==> config.mk <==
export PLATFORM = sky130hd
export DESIGN_NAME = uart_tx
export DESIGN_NICKNAME = d
export VERILOG_FILES = /design/src/rtl/uart_tx.sv
export SDC_FILE = /design/constraint.sdc
export NUM_CORES = 1
export LEC_CHECK = 0
export CAP_MARGIN = 20
export CORE_UTILIZATION = 45
export DETAILED_ROUTE_END_ITERATION = 6
export DONT_BUFFER_PORTS = 1
export PLACE_DENSITY_LB_ADDON = 0.08
export SLEW_MARGIN = 40
export SYNTH_ARGS = -nofsm -noshare
export SYNTH_HDL_FRONTEND = slang
export SYNTH_SLANG_ARGS = --single-unit
export TNS_END_PERCENT = 100
==> constraint.sdc <==
create_clock -name clk_i -period 4.3 [get_ports clk_i]
set_clock_uncertainty 0.2 [all_clocks]
set_input_delay 0 -clock clk_i [delete_from_list [all_inputs] [get_ports clk_i]]
set_output_delay 0 -clock clk_i [all_outputs]
set_load 0.01 [all_outputs]
==> src/rtl/uart_tx.sv <==
// -----------------------------------------------------------------------------
// uart_tx -- UART transmitter with a write-side FIFO.
//
// Host logic pushes bytes into a FIFO_DEPTH-entry FIFO. Each byte is sent on
// tx_bit_o as one frame: a start bit (0), DATA_WIDTH data bits LSB first, and
// one stop bit (1). Every bit lasts BAUD_DIV = CLK_FREQ/BAUD_RATE clocks, so
// the line can be looped straight back into uart_rx.
//
// Ports:
//   clk_i     system clock, all logic on the rising edge
//   rst_ni    asynchronous active-low reset
//   tx_en_i   transmit enable; only gates the start of new frames
//   tx_we_i   FIFO write strobe, one entry per cycle while high
//   din_i     byte to enqueue
//   tx_bit_o  serial line, idle high, registered
//   empty_o   FIFO holds no entries
//   full_o    FIFO holds FIFO_DEPTH entries
//   busy_o    frame in progress (START, DATA or STOP)
// -----------------------------------------------------------------------------
module uart_tx #(
  parameter int CLK_FREQ   = 50_000_000,
  parameter int BAUD_RATE  = 115_200,
  parameter int DATA_WIDTH = 8,
  parameter int FIFO_DEPTH = 16
) (
  input  logic                  clk_i,
  input  logic                  rst_ni,
  input  logic                  tx_en_i,
  input  logic                  tx_we_i,
  input  logic [DATA_WIDTH-1:0] din_i,
  output logic                  tx_bit_o,
  output logic                  empty_o,
  output logic                  full_o,
  output logic                  busy_o
);

  localparam int BAUD_DIV = CLK_FREQ / BAUD_RATE;
  localparam int BAUD_W   = $clog2(BAUD_DIV);
  localparam int BIT_W    = (DATA_WIDTH > 1) ? $clog2(DATA_WIDTH) : 1;
  localparam int PTR_W    = $clog2(FIFO_DEPTH);
  localparam int CNT_W    = PTR_W + 1;

  localparam logic [BAUD_W-1:0] BAUD_LAST = BAUD_W'(BAUD_DIV - 1);
  localparam logic [BIT_W-1:0]  BIT_LAST  = BIT_W'(DATA_WIDTH - 1);
  localparam logic [CNT_W-1:0]  CNT_FULL  = CNT_W'(FIFO_DEPTH);

  typedef enum logic [1:0] {
    ST_IDLE,
    ST_START,
    ST_DATA,
    ST_STOP
  } state_e;

  // ---------------------------------------------------------------------------
  // FIFO storage and pointers
  // ---------------------------------------------------------------------------
  logic [DATA_WIDTH-1:0] mem_q [FIFO_DEPTH];
  logic [PTR_W-1:0]      wr_ptr_q, wr_ptr_d;
  logic [PTR_W-1:0]      rd_ptr_q, rd_ptr_d;
  logic [CNT_W-1:0]      count_q,  count_d;
  logic                  wr_en;
  logic                  pop;

  // ---------------------------------------------------------------------------
  // Transmit FSM state
  // ---------------------------------------------------------------------------
  state_e                state_q,   state_d;
  logic [BAUD_W-1:0]     baud_q,    baud_d;
  logic [BIT_W-1:0]      bit_idx_q, bit_idx_d;
  logic [DATA_WIDTH-1:0] shift_q,   shift_d;
  logic                  tx_bit_q,  tx_bit_d;
  logic                  busy_q,    busy_d;

  logic                  baud_last;
  logic                  can_pop;
  logic [DATA_WIDTH-1:0] shifted;

  assign empty_o  = (count_q == '0);
  assign full_o   = (count_q == CNT_FULL);
  assign tx_bit_o = tx_bit_q;
  assign busy_o   = busy_q;

  assign baud_last = (baud_q == BAUD_LAST);
  assign can_pop   = tx_en_i && !empty_o;
  assign shifted   = shift_q >> 1;

  // A full FIFO still accepts a write on the cycle it pops, since that pop
  // frees the slot the write lands in.
  assign wr_en = tx_we_i && (!full_o || pop);

  always_comb begin
    // NOTE: defaults first so every path assigns every output; a missing
    // assignment in combinational logic would infer a latch.
    wr_ptr_d = wr_ptr_q;
    rd_ptr_d = rd_ptr_q;
    count_d  = count_q;
    if (wr_en) begin
      wr_ptr_d = wr_ptr_q + PTR_W'(1);
    end
    if (pop) begin
      rd_ptr_d = rd_ptr_q + PTR_W'(1);
    end
    unique case ({wr_en, pop})
      2'b10:   count_d = count_q + CNT_W'(1);
      2'b01:   count_d = count_q - CNT_W'(1);
      default: count_d = count_q;
    endcase
  end

  // FSM next-state. tx_bit_d is computed for the state being entered, so the
  // registered line changes exactly on state and bit boundaries.
  always_comb begin
    state_d   = state_q;
    baud_d    = baud_q;
    bit_idx_d = bit_idx_q;
    shift_d   = shift_q;
    tx_bit_d  = tx_bit_q;
    pop       = 1'b0;

    unique case (state_q)
      ST_IDLE: begin
        tx_bit_d = 1'b1;
        if (can_pop) begin
          pop      = 1'b1;
          shift_d  = mem_q[rd_ptr_q];
          baud_d   = '0;
          state_d  = ST_START;
          tx_bit_d = 1'b0;
        end
      end

      ST_START: begin
        if (baud_last) begin
          baud_d    = '0;
          bit_idx_d = '0;
          state_d   = ST_DATA;
          tx_bit_d  = shift_q[0];
        end else begin
          baud_d = baud_q + BAUD_W'(1);
        end
      end

      ST_DATA: begin
        if (baud_last) begin
          baud_d = '0;
          if (bit_idx_q == BIT_LAST) begin
            state_d  = ST_STOP;
            tx_bit_d = 1'b1;
          end else begin
            bit_idx_d = bit_idx_q + BIT_W'(1);
            shift_d   = shifted;
            tx_bit_d  = shifted[0];
          end
        end else begin
          baud_d = baud_q + BAUD_W'(1);
        end
      end

      ST_STOP: begin
        if (baud_last) begin
          baud_d = '0;
          // Back-to-back frames: pop on the last stop clock, no idle gap.
          if (can_pop) begin
            pop      = 1'b1;
            shift_d  = mem_q[rd_ptr_q];
            state_d  = ST_START;
            tx_bit_d = 1'b0;
          end else begin
            state_d  = ST_IDLE;
            tx_bit_d = 1'b1;
          end
        end else begin
          baud_d = baud_q + BAUD_W'(1);
        end
      end

      default: begin
        state_d  = ST_IDLE;
        tx_bit_d = 1'b1;
      end
    endcase

    busy_d = (state_d != ST_IDLE);
  end

  // NOTE: the FIFO array has no reset; the pointers and count define which
  // entries are valid, so clearing the storage itself would buy nothing.
  always_ff @(posedge clk_i) begin
    if (wr_en) begin
      mem_q[wr_ptr_q] <= din_i;
    end
  end

  // NOTE: all state updates use non-blocking assignments so every flop samples
  // the pre-edge values regardless of statement order.
  always_ff @(posedge clk_i or negedge rst_ni) begin
    if (!rst_ni) begin
      wr_ptr_q  <= '0;
      rd_ptr_q  <= '0;
      count_q   <= '0;
      state_q   <= ST_IDLE;
      baud_q    <= '0;
      bit_idx_q <= '0;
      shift_q   <= '0;
      tx_bit_q  <= 1'b1;
      busy_q    <= 1'b0;
    end else begin
      wr_ptr_q  <= wr_ptr_d;
      rd_ptr_q  <= rd_ptr_d;
      count_q   <= count_d;
      state_q   <= state_d;
      baud_q    <= baud_d;
      bit_idx_q <= bit_idx_d;
      shift_q   <= shift_d;
      tx_bit_q  <= tx_bit_d;
      busy_q    <= busy_d;
    end
  end

endmodule
==> results.sh <==
export IMPL_synth_area_leader_cell="edfxtp_1"
export IMPL_hold_path_class="reg2reg"
export IMPL_grt_max_degree=37
export IMPL_final_setup_tns_ns=0
export IMPL_antenna_found_initial=0
export IMPL_dpl_hpwl_um=8790
export IMPL_power_switching_uw=1010
export IMPL_ios=16
export IMPL_post_route_period_util=0.821
export IMPL_diodes=0
export IMPL_synthArstFlopShare=0.224
export IMPL_drv_max_cap_violation_count=0
export IMPL_p_clk_frac=0.381
export IMPL_slowest_delay_ns=0.44
export IMPL_yosysUniqueCellTypes=56
export IMPL_critPathKind="reg2reg"
export IMPL_p_leak_uw=0.00282
export IMPL_synth_area_um2=7110
export IMPL_finalNonFillerCells=692
export IMPL_syn_area_per_cell_um2=15.9
export IMPL_clock_fmax_mhz=283
export IMPL_drc=0
export IMPL_p_seq_frac=0.515
export IMPL_grt_pass1_wl_um=22500
export IMPL_rsz0062_at_grt="false"
export IMPL_grt_util_all_layers=0.191
export IMPL_ff2ff_path_depth=15
export IMPL_min_to="bit_idx_q[1]$_DFFE_PN0P_"
export IMPL_slew_viol_final=0
export IMPL_setup_viol=0
export IMPL_first_global_vias=3924
export IMPL_cts_buffers=17
export IMPL_pwr_share_comb=0.104
export IMPL_htree_levels=4
export IMPL_yosysMostFrequentCell="edfxtp_1"
export IMPL_hp_start="bit_idx_q[1]$_DFFE_PN0P_"
export IMPL_synth_nets=477
export IMPL_port_buffers=0
export IMPL_grt_overflow_total=0
export IMPL_switching_share=0.260
export IMPL_arrival_ns=3.63
export IMPL_nFillCells=1296
export IMPL_r2r_slack_ns=0.77
export IMPL_path_clk_slew_ns=0.07
export IMPL_setup_slack_ns=0.768
export IMPL_die_area_um2=16300
export IMPL_multiInputGateArea_um2=2200
export IMPL_num_rows=45
export IMPL_gp_congestion=0.764
export IMPL_start_util=0.464
export IMPL_rr_endpoint="count_q[4]$_DFFE_PN0P_"
export IMPL_r2r_start="state_q[1]$_DFF_PN0_"
export IMPL_critPathLaunchType="register"
export IMPL_synth_edf_count=128
export IMPL_syn_to_final_growth_pct=13.8
export IMPL_synth_common_cells="edfxtp_1 (128), dfrtp_1 (36), mux4_2 (32), a21oi_1 (28), nor2_1 (27)"
export IMPL_power_per_cell_area_nw_per_um2=479
export IMPL_drt_iter0_markers=267
export IMPL_peakVddDrop_mv=0.330
export IMPL_synthCells=447
export IMPL_yosysWarnings=0
export IMPL_worst_pin_slew_ns=0.750
export IMPL_cts_tree="yes"
export IMPL_dpl_cell_count=646
export IMPL_vias_per_cell=5.55
export IMPL_fin_util=0.529
export IMPL_clock_latency_ns=0.42
export IMPL_drtAntennaViolNets=0
export IMPL_finalCriticalPeriod_ns=3.53
export IMPL_drive_above_1_share=0.202
export IMPL_num_vias=3844
export IMPL_synthTopCellsByArea="edfxtp_1 (54%), dfrtp_1 (13%), mux4_2 (10%), ha_1 (3.2%), a21oi_1 (2.0%)"
export IMPL_synth_seq_area_share=0.671
export IMPL_outcome="finished, final reports clean"
export IMPL_critPathSlowestCell="dfrtp_1"
export IMPL_seqCellArea_um2=4770
export IMPL_crit_chain="inv_1, ha_1, nand2b_1, and3_1, a311oi_2, buf_4, inv_2, ha_1, xor2_1, ha_1, o211ai_1, a21oi_1, a31oi_1, nor2_1, xor2_1"
export IMPL_synth_seq_cells=165
export IMPL_die_h_um=128
export IMPL_yosys_most_used_dff="edfxtp_1"
export IMPL_place_ws_ns=0.831
export IMPL_yosysTopAreaCellShare=0.540
export IMPL_cpMostUsedCell="ha_1"
export IMPL_p_int_uw=2870
export IMPL_drt_total_wl_um=13900
export IMPL_cts_root_buffer="clkbuf_16"
export IMPL_wire_per_inst_um=20.1
export IMPL_coreArea_um2=15300
export IMPL_dr_pass1_iters=5
export IMPL_end_kind="register"
export IMPL_cp_max_fo=15
export IMPL_finalHoldViolCount=0
export IMPL_slew_headroom=0.499
export IMPL_cts_setup_buffers=0
export IMPL_fin_nets=498
export IMPL_clock_sinks=165
export IMPL_worstHoldPathCells=1
export IMPL_cts_buffer_depth=2
export IMPL_die_x_um=128
export IMPL_worstPathRequired_ns=4.40
## layout make-up
| class | count | area share |
|---|---|---|
| Multi-Input combinational cell | 249 | 0.271 |
| Clock buffer | 20 | 0.0590 |
| Inverter | 10 | 0.00464 |
| Timing Repair Buffer | 25 | 0.0300 |
| Tap cell | 211 | 0.0326 |
| Sequential cell | 165 | 0.589 |
| Clock inverter | 12 | 0.0130 |
## registers in the layout, indices dropped and copies added (netlist names)
signal,flops
shift_q,8
count_q,5
bit_idx_q,3
mem_q,128
state_q,2
baud_q,9
wr_ptr_q,4
rd_ptr_q,4
busy_o,1
tx_bit_o,1
## power groups by stage
stage	Combinational [uW]	Clock, uW	Sequential [uW]
finish	404	1480	2000
global route	455	1570	2020
CTS	412	1510	2000
detailed placement	372	0	2030
global placement	370	0	2020
floorplan	322	0	1970
## cells by family (layout without fill, tap and decap cells)
logic type / after synthesis / after routing / synth area share
buffers and inverters: 33 / 67 / 0.0215
flip-flops: 165 / 165 / 0.671
adder cells (fa/ha/maj): 18 / 18 / 0.0317
XOR/XNOR: 13 / 13 / 0.0160
AO/OA/AOI/OAI: 85 / 85 / 0.0774
AND/OR/NAND/NOR: 97 / 97 / 0.0749
multiplexers: 36 / 36 / 0.108
## repair_timing
| action | CTS | global route |
|---|---|---|
| endpoints found under the hold margin | 190 | 0 |
| setup endpoints to repair | 0 | 0 |
| hold buffers | 14 | 0 |
| gates resized for setup | 0 | 0 |
## stage by stage
step / hold slack (ns) / power, uW / area, um^2
2_1_floorplan: -0.496 / 2290 / 7110
3_5_place_dp: -0.493 / 2400 / 7350
6_report: 0.294 / 3880 / 8100
4_1_cts: 0.300 / 3930 / 8090
5_1_grt: 0.324 / 4040 / 8100
3_3_place_gp: -0.493 / 2390 / 7340
## metal layers
layer  share of wire  global-route usage  vias up
li1                -                   -     1787
met1            0.46               0.270     1968
met2            0.47               0.290       74
met3           0.057              0.0513       15
met4           0.012              0.0595        0
met5               0                   0        -
## layout by cell type (no fill, tap or decap), drive strengths merged, types with 14 or more instances in the layout
cell	instances
dfrtp	36
a22oi	14
inv	17
ha	18
nor2	28
mux4	32
a21oi	28
edfxtp	128
nand2	17
o21ai	20
clkbuf	20
## how the worst max path moves through the flow
stage                     slack (ns)            startpoint                      to  cells past startpoint
final                           0.77  state_q[1]$_DFF_PN0_  count_q[4]$_DFFE_PN0P_                     15
after global routing            0.53  state_q[1]$_DFF_PN0_  count_q[4]$_DFFE_PN0P_                     15
after CTS                       0.78  state_q[1]$_DFF_PN0_  count_q[4]$_DFFE_PN0P_                     15
after detailed placement        0.83  state_q[1]$_DFF_PN0_  count_q[4]$_DFFE_PN0P_                     15
after global placement          0.88  state_q[1]$_DFF_PN0_  count_q[4]$_DFFE_PN0P_                     15
after floorplan                 1.00  state_q[1]$_DFF_PN0_  count_q[4]$_DFFE_PN0P_                     15
## worst max-delay path, delay by kind of cell, from the launching register on
kind,cells,cell delay (ns)
AOI/OAI and AO/OA,4,0.65
xor gates and xnor gates,2,0.32
adders and majority gates,3,0.93
buffers and inverters,3,0.44
DFF,1,0.44
and+or+nand+nor,3,0.42
Power figures use the tool's default switching activity.
